===== src/rtl/fpnew_pkg.sv =====
// Shared helpers for the FPNew issue scheduler slice.
//   idx_width(n) : bits needed to index n requesters, never less than 1.
package fpnew_pkg;

  function automatic int unsigned idx_width(input int unsigned n);
    return (n > 1) ? $clog2(n) : 1;
  endfunction

endpackage


===== src/rtl/fpnew_rr_pick.sv =====
// Combinational wrap-around priority picker.
//   req_i   : request vector
//   ptr_i   : search start index
//   idx_o   : first set request at or above ptr_i, wrapping to 0
//   found_o : at least one request is set
module fpnew_rr_pick
  import fpnew_pkg::*;
#(
  parameter int unsigned NumReq   = 4,
  parameter int unsigned IdxWidth = idx_width(NumReq)
) (
  input  logic [NumReq-1:0]   req_i,
  input  logic [IdxWidth-1:0] ptr_i,
  output logic [IdxWidth-1:0] idx_o,
  output logic                found_o
);

  logic [IdxWidth-1:0] lo_idx;
  logic [IdxWidth-1:0] hi_idx;
  logic                lo_found;
  logic                hi_found;

  // Descending scan: the last hit written is the lowest index. The "hi"
  // search only sees requests at or above the pointer; the "lo" search is
  // the wrap-around fallback over the whole vector.
  always_comb begin
    lo_idx   = '0;
    hi_idx   = '0;
    lo_found = 1'b0;
    hi_found = 1'b0;
    for (int i = NumReq - 1; i >= 0; i--) begin
      if (req_i[i]) begin
        lo_idx   = IdxWidth'(i);
        lo_found = 1'b1;
        if (IdxWidth'(i) >= ptr_i) begin
          hi_idx   = IdxWidth'(i);
          hi_found = 1'b1;
        end
      end
    end
  end

  assign idx_o   = hi_found ? hi_idx : lo_idx;
  assign found_o = lo_found;

endmodule


===== src/rtl/fpnew_rr_scheduler.sv =====
// Round-robin issue scheduler in front of one shared pipelined FPNew unit.
// Requests are arbitrated round-robin, stamped with the requester index on
// the unit aux channel, and the number in flight is bounded by a credit
// counter. Results are routed back by the index returned on the aux output.
//
// Handshakes: a transfer happens in a cycle where valid and ready are both
// high. Once valid is raised it (and its payload) holds until the transfer;
// ready may depend combinationally on valid.
//
// Ports:
//   clk_i, rst_i          clock, async active-high reset
//   flush_i               synchronous flush (drops credits and grant lock)
//   req_valid_i/ready_o   per-requester issue handshake, req_tag_i payload
//   unit_valid_o/ready_i  issue to unit, unit_tag_o/unit_idx_o payload
//   unit_flush_o          flush forwarded to the unit
//   unit_valid_i/ready_o  result from unit, unit_tag_i/unit_idx_i payload
//   rsp_valid_o/ready_i   per-requester result handshake, rsp_tag_o shared
//   busy_o                work in flight or an issue pending
module fpnew_rr_scheduler
  import fpnew_pkg::*;
#(
  parameter int unsigned NumReq      = 4,
  parameter int unsigned MaxInflight = 4,
  parameter type         TagType     = logic,
  localparam int unsigned IdxWidth   = idx_width(NumReq)
) (
  input  logic                  clk_i,
  input  logic                  rst_i,
  input  logic                  flush_i,
  input  logic [NumReq-1:0]     req_valid_i,
  output logic [NumReq-1:0]     req_ready_o,
  input  TagType [NumReq-1:0]   req_tag_i,
  output logic                  unit_valid_o,
  input  logic                  unit_ready_i,
  output TagType                unit_tag_o,
  output logic [IdxWidth-1:0]   unit_idx_o,
  output logic                  unit_flush_o,
  input  logic                  unit_valid_i,
  output logic                  unit_ready_o,
  input  TagType                unit_tag_i,
  input  logic [IdxWidth-1:0]   unit_idx_i,
  output logic [NumReq-1:0]     rsp_valid_o,
  input  logic [NumReq-1:0]     rsp_ready_i,
  output TagType                rsp_tag_o,
  output logic                  busy_o
);

  localparam int unsigned CntWidth = $clog2(MaxInflight + 1);

  logic [IdxWidth-1:0] ptr;
  logic                lock;
  logic [IdxWidth-1:0] locked_idx;
  logic [CntWidth-1:0] cnt;

  logic [IdxWidth-1:0] pick_idx;
  logic                pick_found;
  logic [IdxWidth-1:0] cand_idx;
  logic                cand_valid;
  logic [IdxWidth-1:0] next_ptr;
  logic                issue_en;
  logic                issue_fire;
  logic                retire_fire;
  logic                idx_ok;

  fpnew_rr_pick #(
    .NumReq   (NumReq),
    .IdxWidth (IdxWidth)
  ) u_pick (
    .req_i   (req_valid_i),
    .ptr_i   (ptr),
    .idx_o   (pick_idx),
    .found_o (pick_found)
  );

  // A stalled grant is pinned so valid/tag cannot move under the unit.
  assign cand_idx   = lock ? locked_idx : pick_idx;
  assign cand_valid = lock ? req_valid_i[locked_idx] : pick_found;
  assign issue_en   = (cnt < CntWidth'(MaxInflight));

  assign unit_valid_o = cand_valid & issue_en;
  assign unit_tag_o   = req_tag_i[cand_idx];
  assign unit_idx_o   = cand_idx;
  assign unit_flush_o = flush_i;
  assign issue_fire   = unit_valid_o & unit_ready_i;

  assign next_ptr = (cand_idx == IdxWidth'(NumReq - 1)) ? '0
                                                       : cand_idx + IdxWidth'(1);

  always_comb begin
    req_ready_o = '0;
    for (int unsigned i = 0; i < NumReq; i++) begin
      req_ready_o[i] = issue_fire & (cand_idx == IdxWidth'(i));
    end
  end

  // Out-of-range indices only exist for non-power-of-2 NumReq; they are
  // never routed and never acknowledged.
  assign idx_ok = (32'(unit_idx_i) < NumReq);

  always_comb begin
    rsp_valid_o = '0;
    for (int unsigned i = 0; i < NumReq; i++) begin
      rsp_valid_o[i] = unit_valid_i & idx_ok & (unit_idx_i == IdxWidth'(i));
    end
  end

  assign unit_ready_o = idx_ok & rsp_ready_i[unit_idx_i];
  assign rsp_tag_o    = unit_tag_i;
  assign retire_fire  = unit_valid_i & unit_ready_o;

  assign busy_o = (cnt != '0) | unit_valid_o;

  always_ff @(posedge clk_i or posedge rst_i) begin
    if (rst_i) begin
      ptr        <= '0;
      lock       <= 1'b0;
      locked_idx <= '0;
      cnt        <= '0;
    end else if (flush_i) begin
      cnt  <= '0;
      lock <= 1'b0;
    end else begin
      if (issue_fire) begin
        ptr  <= next_ptr;
        lock <= 1'b0;
      end else if (unit_valid_o) begin
        lock       <= 1'b1;
        locked_idx <= cand_idx;
      end
      // issue_en already keeps an issue from pushing cnt past MaxInflight;
      // a retire at zero is a protocol error and is held at zero.
      case ({issue_fire, retire_fire})
        2'b10:   cnt <= cnt + CntWidth'(1);
        2'b01:   if (cnt != '0) cnt <= cnt - CntWidth'(1);
        default: cnt <= cnt;
      endcase
    end
  end

  a_retire_underflow: assert property (@(posedge clk_i) disable iff (rst_i)
    (retire_fire && !flush_i) |-> (cnt != '0));

  a_rsp_idx_range: assert property (@(posedge clk_i) disable iff (rst_i)
    unit_valid_i |-> idx_ok);

  a_locked_req_held: assert property (@(posedge clk_i) disable iff (rst_i)
    (lock && !flush_i) |-> req_valid_i[locked_idx]);

endmodule


===== config.mk =====
export PLATFORM = sky130hd
export DESIGN_NAME = fpnew_rr_scheduler
export DESIGN_NICKNAME = d
export VERILOG_FILES = /design/src/rtl/fpnew_pkg.sv /design/src/rtl/fpnew_rr_pick.sv /design/src/rtl/fpnew_rr_scheduler.sv
export SDC_FILE = /design/constraint.sdc
export NUM_CORES = 1
export LEC_CHECK = 0
export ABC_AREA = 1
export BUFFER_PORTS_ARGS = -buffer_cell sky130_fd_sc_hd__buf_2
export CORE_UTILIZATION = 35
export DETAILED_ROUTE_END_ITERATION = 16
export MAX_ROUTING_LAYER = met4
export PLACE_DENSITY = 0.74
export SLEW_MARGIN = 30
export SYNTH_ARGS = -nofsm -noshare
export SYNTH_HDL_FRONTEND = slang
export SYNTH_SLANG_ARGS = --single-unit
export TNS_END_PERCENT = 5

===== constraint.sdc =====
create_clock -name clk_i -period 1.8 [get_ports clk_i]
set_input_delay 0.18 -clock clk_i [delete_from_list [all_inputs] [get_ports clk_i]]
set_output_delay 0.18 -clock clk_i [all_outputs]
set_load 0.005 [all_outputs]

==> results.json, run 1 <==
{
  "vias": 1003,
  "pwr-share-clk": 0.085,
  "numCtsBuffers": 3,
  "syn_area_um2": 800,
  "syn2layout_area_growth_pct": 46.2,
  "power_frac_seq": 0.215,
  "power.switching_mw": 0.822,
  "arrival_ps": 2090,
  "rsz0062_at_grt": "yes",
  "fin_ws_ps": -140,
  "n_antenna_cell": 0,
  "clk_pin_slew_ps": 60,
  "critical_path_peak_fanout": 4,
  "synth.net_count": 154,
  "synth_edf_count": 0,
  "violations": "setup timing",
  "synthArstFlopShare": 1.00,
  "cts_tree": "built",
  "coreArea_um2": 2060,
  "syn_avg_cell_area_um2": 6.20,
  "finalCritPeriodShare": 1.08,
  "die_h_um": 49.8,
  "setup_viol": 6,
  "drive_above_1_share": 0.417,
  "die_w_um": 49.8,
  "synth_xor_area_frac": 0.0110,
  "critPathKind": "flip-flop to flip-flop",
  "rows": 16,
  "grt_pass1_vias": 984,
  "gp_congestion": 0.825,
  "power.share.combinational": 0.700,
  "hold_ws_ps": 159,
  "clockRootBuffer": "clkbuf_4",
  "synth-simple-area-share": 0.419,
  "grt_use_total": 0.203,
  "drt_iter0_drc": 35,
  "min-delay-path-class": "input port to flip-flop",
  "startpoint_type": "flip-flop",
  "dr.pass1.iters": 4,
  "grt_max_degree": 9,
  "maxClockFrequency_mhz": 515,
  "critPathCaptureType": "flip-flop",
  "utilization": 0.567,
  "synthMuxAreaShare": 0,
  "synth_cells": 129,
  "ios": 36,
  "portBuffers": 33,
  "route.detailed.drc": 0,
  "yosys_register_bits": 8,
  "drt-vias-per-instance": 4.97,
  "synth_top_family_by_area": "simple AND/OR/NAND/NOR gates",
  "dpl.hpwl_um": 1780,
  "ir_worst_vdd_mv": 1.07,
  "synth_compound_area_frac": 0.0861,
  "initial_core_util": 0.388,
  "overflow": 0,
  "antenna_found_initial": 0,
  "finalPower_mw": 1.72,
  "netlist-cell-type-count": 20,
  "power_leakage_nw": 0.678,
  "cts_buffer_depth": 2,
  "skew_ps": 8.04,
  "relSlewSlack": 0.789,
  "fin_crit_ps": 1940,
  "switching_share": 0.478,
  "cts.htree.levels": 1,
  "cts.sinks": 8,
  "p_int_mw": 0.899,
  "die_area_um2": 2480,
  "synthAdderAreaFrac": 0.0876,
  "ys_seq_area_frac": 0.250,
  "slew_viol_final": 0,
  "nets": 201,
  "synth_warnings": 0,
  "n_fill_cell": 208,
  "crit_required_ps": 1950,
  "insertion_delay_ps": 250,
  "drtAntennaViolNets": 0,
  "worst_pin_slew_ps": 316,
  "wl_per_cell_um": 11.1,
  "routed_wirelength_um": 2250,
  "grt_pass1_wl_um": 3840,
  "p_per_area_nw_per_um2": 1470,
  "final_hold_viol_count": 0,
  "synth_ff_type": "dfrtp_1",
  "status": "finished, violations left",
  "cap_viol_max_count": 0
}
-- final timing paths --
check / end / start / depth (start not counted) / slack, ps
setup reg to reg: cnt[2]$_DFFE_PP0P_ / locked_idx[0]$_DFFE_PP0P_ / 15 / -140
min in group asynchronous: cnt[0]$_DFFE_PP0P_ / rst_i / 3 / 410
hold / removal: lock$_DFFE_PP0P_ / flush_i / 2 / 160
hold reg to reg: ptr[0]$_DFFE_PP0P_ / ptr[0]$_DFFE_PP0P_ / 2 / 560
setup / recovery: cnt[2]$_DFFE_PP0P_ / locked_idx[0]$_DFFE_PP0P_ / 15 / -140
max in group asynchronous: ptr[0]$_DFFE_PP0P_ / rst_i / 3 / 1120
-- flip-flops by register name, indices dropped and copies added (netlist names) --
register,count
ptr,2
locked_idx,2
lock,1
cnt,3
-- kinds of logic after synthesis --
group | count (synthesis)
DFF | 8
AOI/OAI and AO/OA | 12
adders and majority gates | 5
and+or+nand+nor | 74
xor gates and xnor gates | 1
buffers and inverters | 29
-- metal layers --
layer  routed length [µm]  GRT usage  share of wire  vias to the layer above
met1                  935      0.220           0.42                      458
met5                    0          -              0                        -
met2                 1170      0.363           0.52                       43
li1                     -          -              -                      498
met4                   17     0.0857         0.0076                        0
met3                  122     0.0309          0.054                        4
-- area by class of cell --
cell class	instances	area, µm²	area share
Multi-Input combinational cell	92	553	0.473
Timing Repair Buffer	44	250	0.214
Sequential cell	8	204	0.175
Inverter	27	101	0.0867
Tap cell	27	33.8	0.0289
Clock buffer	4	26.3	0.0225
-- metrics by stage --
stage	std cells	TNS, ps	cell area (µm²)	setup WS [ps]
final	202	-605	1170	-140
after global routing	202	-1500	1170	-286
after CTS	202	-666	1130	-120
after detailed placement	194	-165	1050	-165
after global placement	194	0	1050	16.3
after floorplan	129	-33.4	816	-33.4
-- repair_timing --
action | CTS | global route
hold buffers | 1 | 0
setup buffers | 3 | 0
pin swaps | 5 | 9
resized for setup | 6 | 16
endpoints found under the hold margin | 8 | 0
endpoints found under the setup margin | 6 | 9
-- critical path, cell delays in order (launching register included) --
cell	delay [ps]
dfrtp_1	410
inv_2	80
nand2_2	50
nand3_2	60
nand2_2	70
nand2_2	90
nand3_4	80
nand2_4	70
inv_2	40
fa_2	360
xnor2_2	180
inv_1	60
nand2_1	60
nand2_1	60
nand3_1	90
nand2_1	60
-- Yosys cell counts (2+ instances only) --
cell | n | area [µm²]
nor2_1 | 11 | 41.3
o21ai_0 | 4 | 20.0
nand2_1 | 39 | 146
o21ai_1 | 3 | 15.0
nand4_1 | 3 | 18.8
dfrtp_1 | 8 | 200
inv_1 | 27 | 101
ha_1 | 4 | 50.1
a21oi_1 | 2 | 10.0
nor3_1 | 8 | 40.0
buf_4 | 2 | 15.0
nand3_2 | 2 | 20.0
nand3_1 | 9 | 45.0
-- cell usage in the layout (no fill, tap or decap), drive strengths merged --
cell	Yosys	final
a21oi	3	3
a22oi	1	1
buf	2	43
clkbuf	0	4
dfrtp	8	8
dlygate4sd3	0	1
fa	1	1
ha	4	4
inv	27	27
nand2	39	39
nand3	12	12
nand4	3	3
nor2	11	11
nor3	8	8
o21ai	7	7
o31ai	1	1
or2	1	1
xnor2	1	1
-- power by group through the flow --
stage / registers [mW] / logic (mW) / clock network [mW]
2_1_floorplan: 0.350 / 0.638 / 0
3_3_place_gp: 0.336 / 1.02 / 0
3_5_place_dp: 0.344 / 1.06 / 0
4_1_cts: 0.348 / 1.15 / 0.154
5_1_grt: 0.382 / 1.37 / 0.165
6_report: 0.370 / 1.20 / 0.147
Power figures use the tool's default switching activity.
==> inputs of run 2 (changes only) <==
- CTS_BUF_LIST: default -> sky130_fd_sc_hd__clkbuf_16
==> run 2 against run 1 <==
  * The run still ends with setup timing left
  * Core utilization up 4.4 points
  * Global-route usage grew 1.5 points
  * Worst hold slack improved by 29 ps
  * Critical endpoint unchanged
  * Largest cell class unchanged
==> results.json, run 2 (synthesis gave the netlist of run 1 again) <==
{
  "status": "finished, violations left",
  "violations": "setup timing",
  "layout_common_cells": "buf_2 (33), nand2_1 (32), inv_1 (25)",
  "final_hold_viol_count": 0,
  "wl_met2_um": 1220,
  "critical_path_peak_fanout": 4,
  "critPathKind": "flip-flop to flip-flop",
  "drtAntennaViolNets": 0,
  "gp_congestion": 0.825,
  "route.detailed.drc": 0,
  "finalPower_mw": 2.04,
  "vias": 1011,
  "cp_common_cell": "nand2_1",
  "skew_ps": 3.96,
  "cts_tree": "built",
  "clockRootBuffer": "clkbuf_16",
  "maxClockFrequency_mhz": 522,
  "die_h_um": 49.8,
  "ir_worst_vdd_mv": 1.12,
  "grt_pass1_vias": 982,
  "numCtsBuffers": 3,
  "coreArea_um2": 2060,
  "grt_use_total": 0.217,
  "final-instance-count-excl-fill": 206,
  "rows": 16,
  "wl_met1_um": 1020,
  "cts.htree.levels": 1,
  "syn2layout_area_growth_pct": 57.4,
  "utilization": 0.610,
  "drt_iter0_drc": 37,
  "finalCritPeriodShare": 1.07,
  "initial_core_util": 0.388,
  "insertion_delay_ps": 230,
  "relSlewSlack": 0.790,
  "fin_area_um2": 1260,
  "worst_pin_slew_ps": 315,
  "path_cells": "inv_2, nand2_2, nand3_2, nand2_2, nand2_4, nand3_4, nand2_4, inv_2, fa_2, xnor2_2, inv_1, nand2_1, nand2_1, nand3_1, nand2_1",
  "drive_above_1_share": 0.425,
  "multi_input_area_um2": 561,
  "die_w_um": 49.8,
  "fin_crit_ps": 1920,
  "seq_area_um2": 204,
  "largest_reg_flops": 3,
  "dpl.hpwl_um": 1780,
  "power_leakage_nw": 0.732,
  "fin_ws_ps": -117,
  "routed_wirelength_um": 2400,
  "arrival_ps": 2040,
  "n_antenna_cell": 0,
  "clk_pin_slew_ps": 40,
  "dpl_cell_area_um2": 1050,
  "place_inst": 194,
  "critPathCaptureType": "flip-flop",
  "overflow": 0,
  "regMostFlops": "cnt",
  "setup_viol": 6,
  "pre_cts_slack_ps": -165,
  "ios": 36,
  "met3_length_um": 120,
  "wl_per_cell_um": 11.6,
  "nets": 205,
  "route.top_layer_used": "met4",
  "die_area_um2": 2480,
  "drt-vias-per-instance": 4.91,
  "min-delay-path-class": "input port to flip-flop",
  "reg_top3": "cnt (3), locked_idx (2), ptr (2)",
  "startpoint_type": "flip-flop",
  "slowest_delay_ps": 400,
  "cts_buffer_depth": 2,
  "antenna_found_initial": 0,
  "grt_pass1_wl_um": 4050,
  "rsz0062_at_grt": "yes",
  "dr.pass1.iters": 4,
  "portBuffers": 33,
  "slew_viol_final": 0,
  "grt_max_degree": 9,
  "p_per_area_nw_per_um2": 1620,
  "crit_required_ps": 1920,
  "crit_slowest_cell": "dfrtp_1",
  "n_fill_cell": 194,
  "final_common_cell": "buf_2",
  "cts.sinks": 8,
  "cap_viol_max_count": 0
}
[run 2: cell count changes in the layout (fill, tap and decap cells not counted), moves of 2 or more]
cell       previous run  this run
clkbuf_4              3         0
inv_1                23        25
clkbuf_16             0         3
buf_4                10        14
[run 2: stage by stage]
stage,hold slack (ps),TNS (ps)
after global routing,198,-1290
after global placement,142,0
after detailed placement,147,-165
final,188,-510
after CTS,189,-493
after floorplan,-4.41,-33.4
[run 2: routing by layer]
metal,track usage,vias up
met1,0.239,460
li1,-,505
met5,-,-
met3,0.0432,6
met4,0.0714,0
met2,0.387,40
[run 2: report_power, final]
group / internal [mW] / switching, mW / leakage [nW]
logic: 0.597 / 0.692 / 0.593
registers: 0.270 / 0.101 / 0.0969
clock network: 0.289 / 0.0901 / 0.0423
[run 2: final cells by class]
class / instances / share of cell area
Tap cell: 27 / 0.0268
Sequential cell: 8 / 0.162
Clock buffer: 3 / 0.0596
Inverter: 27 / 0.0805
Multi-Input combinational cell: 92 / 0.445
Timing Repair Buffer: 48 / 0.223
Clock inverter: 1 / 0.00298
[run 2: final timing paths]
check,startpoint,to,slack [ps],depth (start not counted)
max,locked_idx[0]$_DFFE_PP0P_,cnt[2]$_DFFE_PP0P_,-120,15
min,flush_i,lock$_DFFE_PP0P_,190,2
max reg2reg,locked_idx[0]$_DFFE_PP0P_,cnt[2]$_DFFE_PP0P_,-120,15
min reg2reg,ptr[0]$_DFFE_PP0P_,ptr[0]$_DFFE_PP0P_,560,2
max in group asynchronous,rst_i,ptr[0]$_DFFE_PP0P_,1100,3
min in group asynchronous,rst_i,cnt[2]$_DFFE_PP0P_,430,3
[run 2: what timing repair did]
| action | CTS | global route |
|---|---|---|
| hold buffers | 1 | 0 |
| setup endpoints to repair | 6 | 8 |
| pin swaps | 12 | 6 |
| resized for setup | 8 | 13 |
| hold endpoints to repair | 8 | 0 |
| buffers inserted | 6 | 1 |
[run 2: critical path: cells and delay by family (launching register included)]
kind / cells / cell delay (ps)
simple gates: 10 / 680
flops: 1 / 400
fa+ha+maj: 1 / 350
buf+inv: 3 / 180
xor+xnor: 1 / 180
==> inputs of run 3 (changes only) <==
- ABC_AREA: 1 -> 0
- PLACE_DENSITY: 0.74 -> 0.75
==> run 3 against run 2 <==
  * The flow still finishes with violations (setup timing)
  * Register-to-register slack worse by 410 ps
  * Worst setup slack worse by 410 ps
  * Synthesized cell count down 35%
  * Synthesized area down 4.7%
  * Count of clock-buffer cells in the layout unchanged
  * Power down 30%
  * Largest cell class unchanged
==> results.json, run 3 <==
{
  "synth.net_count": 109,
  "routed_wirelength_um": 1890,
  "syn_avg_cell_area_um2": 9.07,
  "ios": 36,
  "syn_area_um2": 762,
  "synth_compound_area_frac": 0.123,
  "synth_top_area_share": 0.263,
  "ys_top_cells_by_area": "dfrtp_1 (26%), mux2_2 (7.4%), ha_1 (6.6%)",
  "finalCritPeriodShare": 1.29,
  "maxClockFrequency_mhz": 430,
  "min_path_cells": 2,
  "final_hold_viol_count": 0,
  "coreArea_um2": 2000,
  "dpl_cell_area_um2": 1080,
  "portBuffers": 33,
  "nets": 162,
  "synthArstFlopShare": 1.00,
  "min-delay-path-class": "input port to flip-flop",
  "clk_pin_slew_ps": 40,
  "insertion_delay_ps": 230,
  "arrival_ps": 2440,
  "ys_seq_area_frac": 0.263,
  "synth_xor_area_frac": 0.0115,
  "drt_iter0_drc": 9,
  "netlist-cell-type-count": 34,
  "path_cells": "mux2_4, a2bb2oi_2, and3_4, nor2_4, fa_2, or3_1, mux2i_1, mux2_1",
  "fin_area_um2": 1180,
  "r2r_cells": 8,
  "clockRootBuffer": "clkbuf_16",
  "p_int_mw": 0.944,
  "slowest_delay_ps": 410,
  "worst_pin_slew_ps": 348,
  "fin_ws_ps": -525,
  "p_per_area_nw_per_um2": 1200,
  "finalPower_mw": 1.42,
  "reg_top3": "cnt (3), locked_idx (2), ptr (2)",
  "cts.htree.levels": 1,
  "r2r_end": "cnt[2]$_DFFE_PP0P_",
  "critical_path_peak_fanout": 4,
  "power_leakage_nw": 0.615,
  "relSlewSlack": 0.766,
  "regMostFlops": "cnt",
  "dpl.hpwl_um": 1590,
  "dr.pass1.iters": 4,
  "rrSetupSlack_ps": -530,
  "power.share.combinational": 0.508,
  "die_area_um2": 2370,
  "pre_cts_slack_ps": -540,
  "min_to": "lock$_DFFE_PP0P_",
  "synth_ff_type": "dfrtp_1",
  "synth_edf_count": 0,
  "reg2reg_from": "locked_idx[1]$_DFFE_PP0P_",
  "switching_share": 0.335,
  "drive_above_1_share": 0.533,
  "die_w_um": 48.7,
  "die_h_um": 48.7,
  "startpoint_type": "flip-flop",
  "n_antenna_cell": 0,
  "crit_required_ps": 1920,
  "skew_ps": 4.38,
  "synthMuxAreaShare": 0.187,
  "crit_slowest_cell": "dfrtp_1",
  "fin_crit_ps": 2330,
  "numCtsBuffers": 3,
  "cts.sinks": 8,
  "grt_pass1_vias": 744,
  "ir_worst_vdd_mv": 0.480,
  "synth-simple-area-share": 0.255,
  "wl_per_cell_um": 11.7,
  "synth_most_common_cell": "nor2_1",
  "largest_reg_flops": 3,
  "initial_core_util": 0.381,
  "cap_viol_max_count": 0,
  "power.switching_mw": 0.476,
  "setup_viol": 8,
  "pwr-share-clk": 0.265,
  "final_common_cell": "buf_2",
  "power_frac_seq": 0.227,
  "post_cts.repair.setup_buffers": 0,
  "critPathCaptureType": "flip-flop",
  "overflow": 0,
  "status": "finished, violations left",
  "violations": "setup timing",
  "min_from": "flush_i",
  "crit_buf_inv": 0,
  "grt_use_total": 0.175,
  "synth_top_family_by_area": "simple AND/OR/NAND/NOR gates",
  "layout_common_cells": "buf_2 (33), buf_4 (18), nor2_1 (8)",
  "grt_max_degree": 12,
  "route.detailed.drc": 0,
  "drt-vias-per-instance": 4.88,
  "rsz0062_at_grt": "yes",
  "cts_buffer_depth": 2,
  "rows": 16,
  "synth_warnings": 0,
  "vias": 790,
  "ys_top_cells_by_count": "nor2_1 (9), dfrtp_1 (8), inv_1 (7)",
  "drtAntennaViolNets": 0,
  "synthAdderAreaFrac": 0.0920,
  "antenna_found_initial": 0,
  "synth_cells": 84,
  "syn2layout_area_growth_pct": 55.5,
  "critPathKind": "flip-flop to flip-flop",
  "slew_viol_final": 0,
  "cts_tree": "built",
  "grt_pass1_wl_um": 2980,
  "yosys_register_bits": 8,
  "gp_congestion": 0.900,
  "cpLargestDelayFamily": "multiplexers",
  "synth_top_cell_by_area": "dfrtp_1"
}
[run 3: changes by cell type in the layout (fill, tap and decap cells not counted), moves of 4 or more]
cell / delta
nor2b_1: +4
nand2_1: -26
nand3_1: -7
buf_4: +4
o21ai_1: -4
inv_1: -18
nand2_2: -5
and2_1: +4
mux2_2: +4
[run 3: cells by family after synthesis]
logic type,count (synthesis)
multiplexers,11
AND/OR/NAND/NOR,36
flip-flops,8
XOR/XNOR,1
AO/OA/AOI/OAI,12
buffers and inverters,11
adder cells (fa/ha/maj),5
[run 3: how the worst max path moves through the flow]
stage / start / to / slack, ps / cells after the start
floorplan: locked_idx[1]$_DFFE_PP0P_ / cnt[2]$_DFFE_PP0P_ / -540 / 9
global placement: locked_idx[1]$_DFFE_PP0P_ / cnt[2]$_DFFE_PP0P_ / -490 / 8
detailed placement: locked_idx[1]$_DFFE_PP0P_ / cnt[2]$_DFFE_PP0P_ / -540 / 8
CTS: locked_idx[1]$_DFFE_PP0P_ / cnt[2]$_DFFE_PP0P_ / -530 / 8
global route: locked_idx[1]$_DFFE_PP0P_ / cnt[2]$_DFFE_PP0P_ / -610 / 8
finish: locked_idx[1]$_DFFE_PP0P_ / cnt[2]$_DFFE_PP0P_ / -530 / 8
[run 3: power by group through the flow]
| stage | Combinational [mW] | Clock (mW) | Sequential [mW] |
|---|---|---|---|
| 3_5_place_dp | 0.709 | 0 | 0.322 |
| 5_1_grt | 0.791 | 0.394 | 0.334 |
| 4_1_cts | 0.731 | 0.382 | 0.319 |
| 6_report | 0.721 | 0.376 | 0.323 |
| 2_1_floorplan | 0.414 | 0 | 0.307 |
| 3_3_place_gp | 0.687 | 0 | 0.314 |
[run 3: final cells by class]
class                   instances  area, µm²
clock buffers                   3       75.1
fillers                       174        817
inverters                       7       26.3
multi-input cells              65        538
flip-flops and latches          8        201
well taps                      27       33.8
repair buffers                 52        310
[run 3: stage by stage]
step / hold WS, ps / util / TNS [ps] / cells
after CTS: 256 / 0.591 / -1550 / 162
after global routing: 269 / 0.592 / -2100 / 162
after detailed placement: 155 / 0.541 / -899 / 158
after floorplan: -4.34 / - / -759 / 84
final: 255 / 0.592 / -1470 / 162
after global placement: 139 / 0.541 / -663 / 158
[run 3: worst reg2reg max path: stages (launching register included)]
cell       delay [ps]
dfrtp_1           410
mux2_4            220
a2bb2oi_2         140
and3_4            220
nor2_4             40
fa_2              330
or3_1             370
mux2i_1           150
mux2_1            330
[run 3: layer usage]
layer  up-vias  track usage  routed length, µm
met5         -            -                  0
met4         0        0.132                 56
met3         5       0.0220                108
met2        36        0.315                980
met1       355        0.170                747
li1        394            -                  -
[run 3: timing repair]
| item | in CTS | in global routing |
|---|---|---|
| setup endpoints to repair | 8 | 11 |
| pin swaps | 2 | 3 |
| hold endpoints to repair | 8 | 0 |
| hold buffers | 1 | 0 |
| gates resized for setup | 3 | 1 |
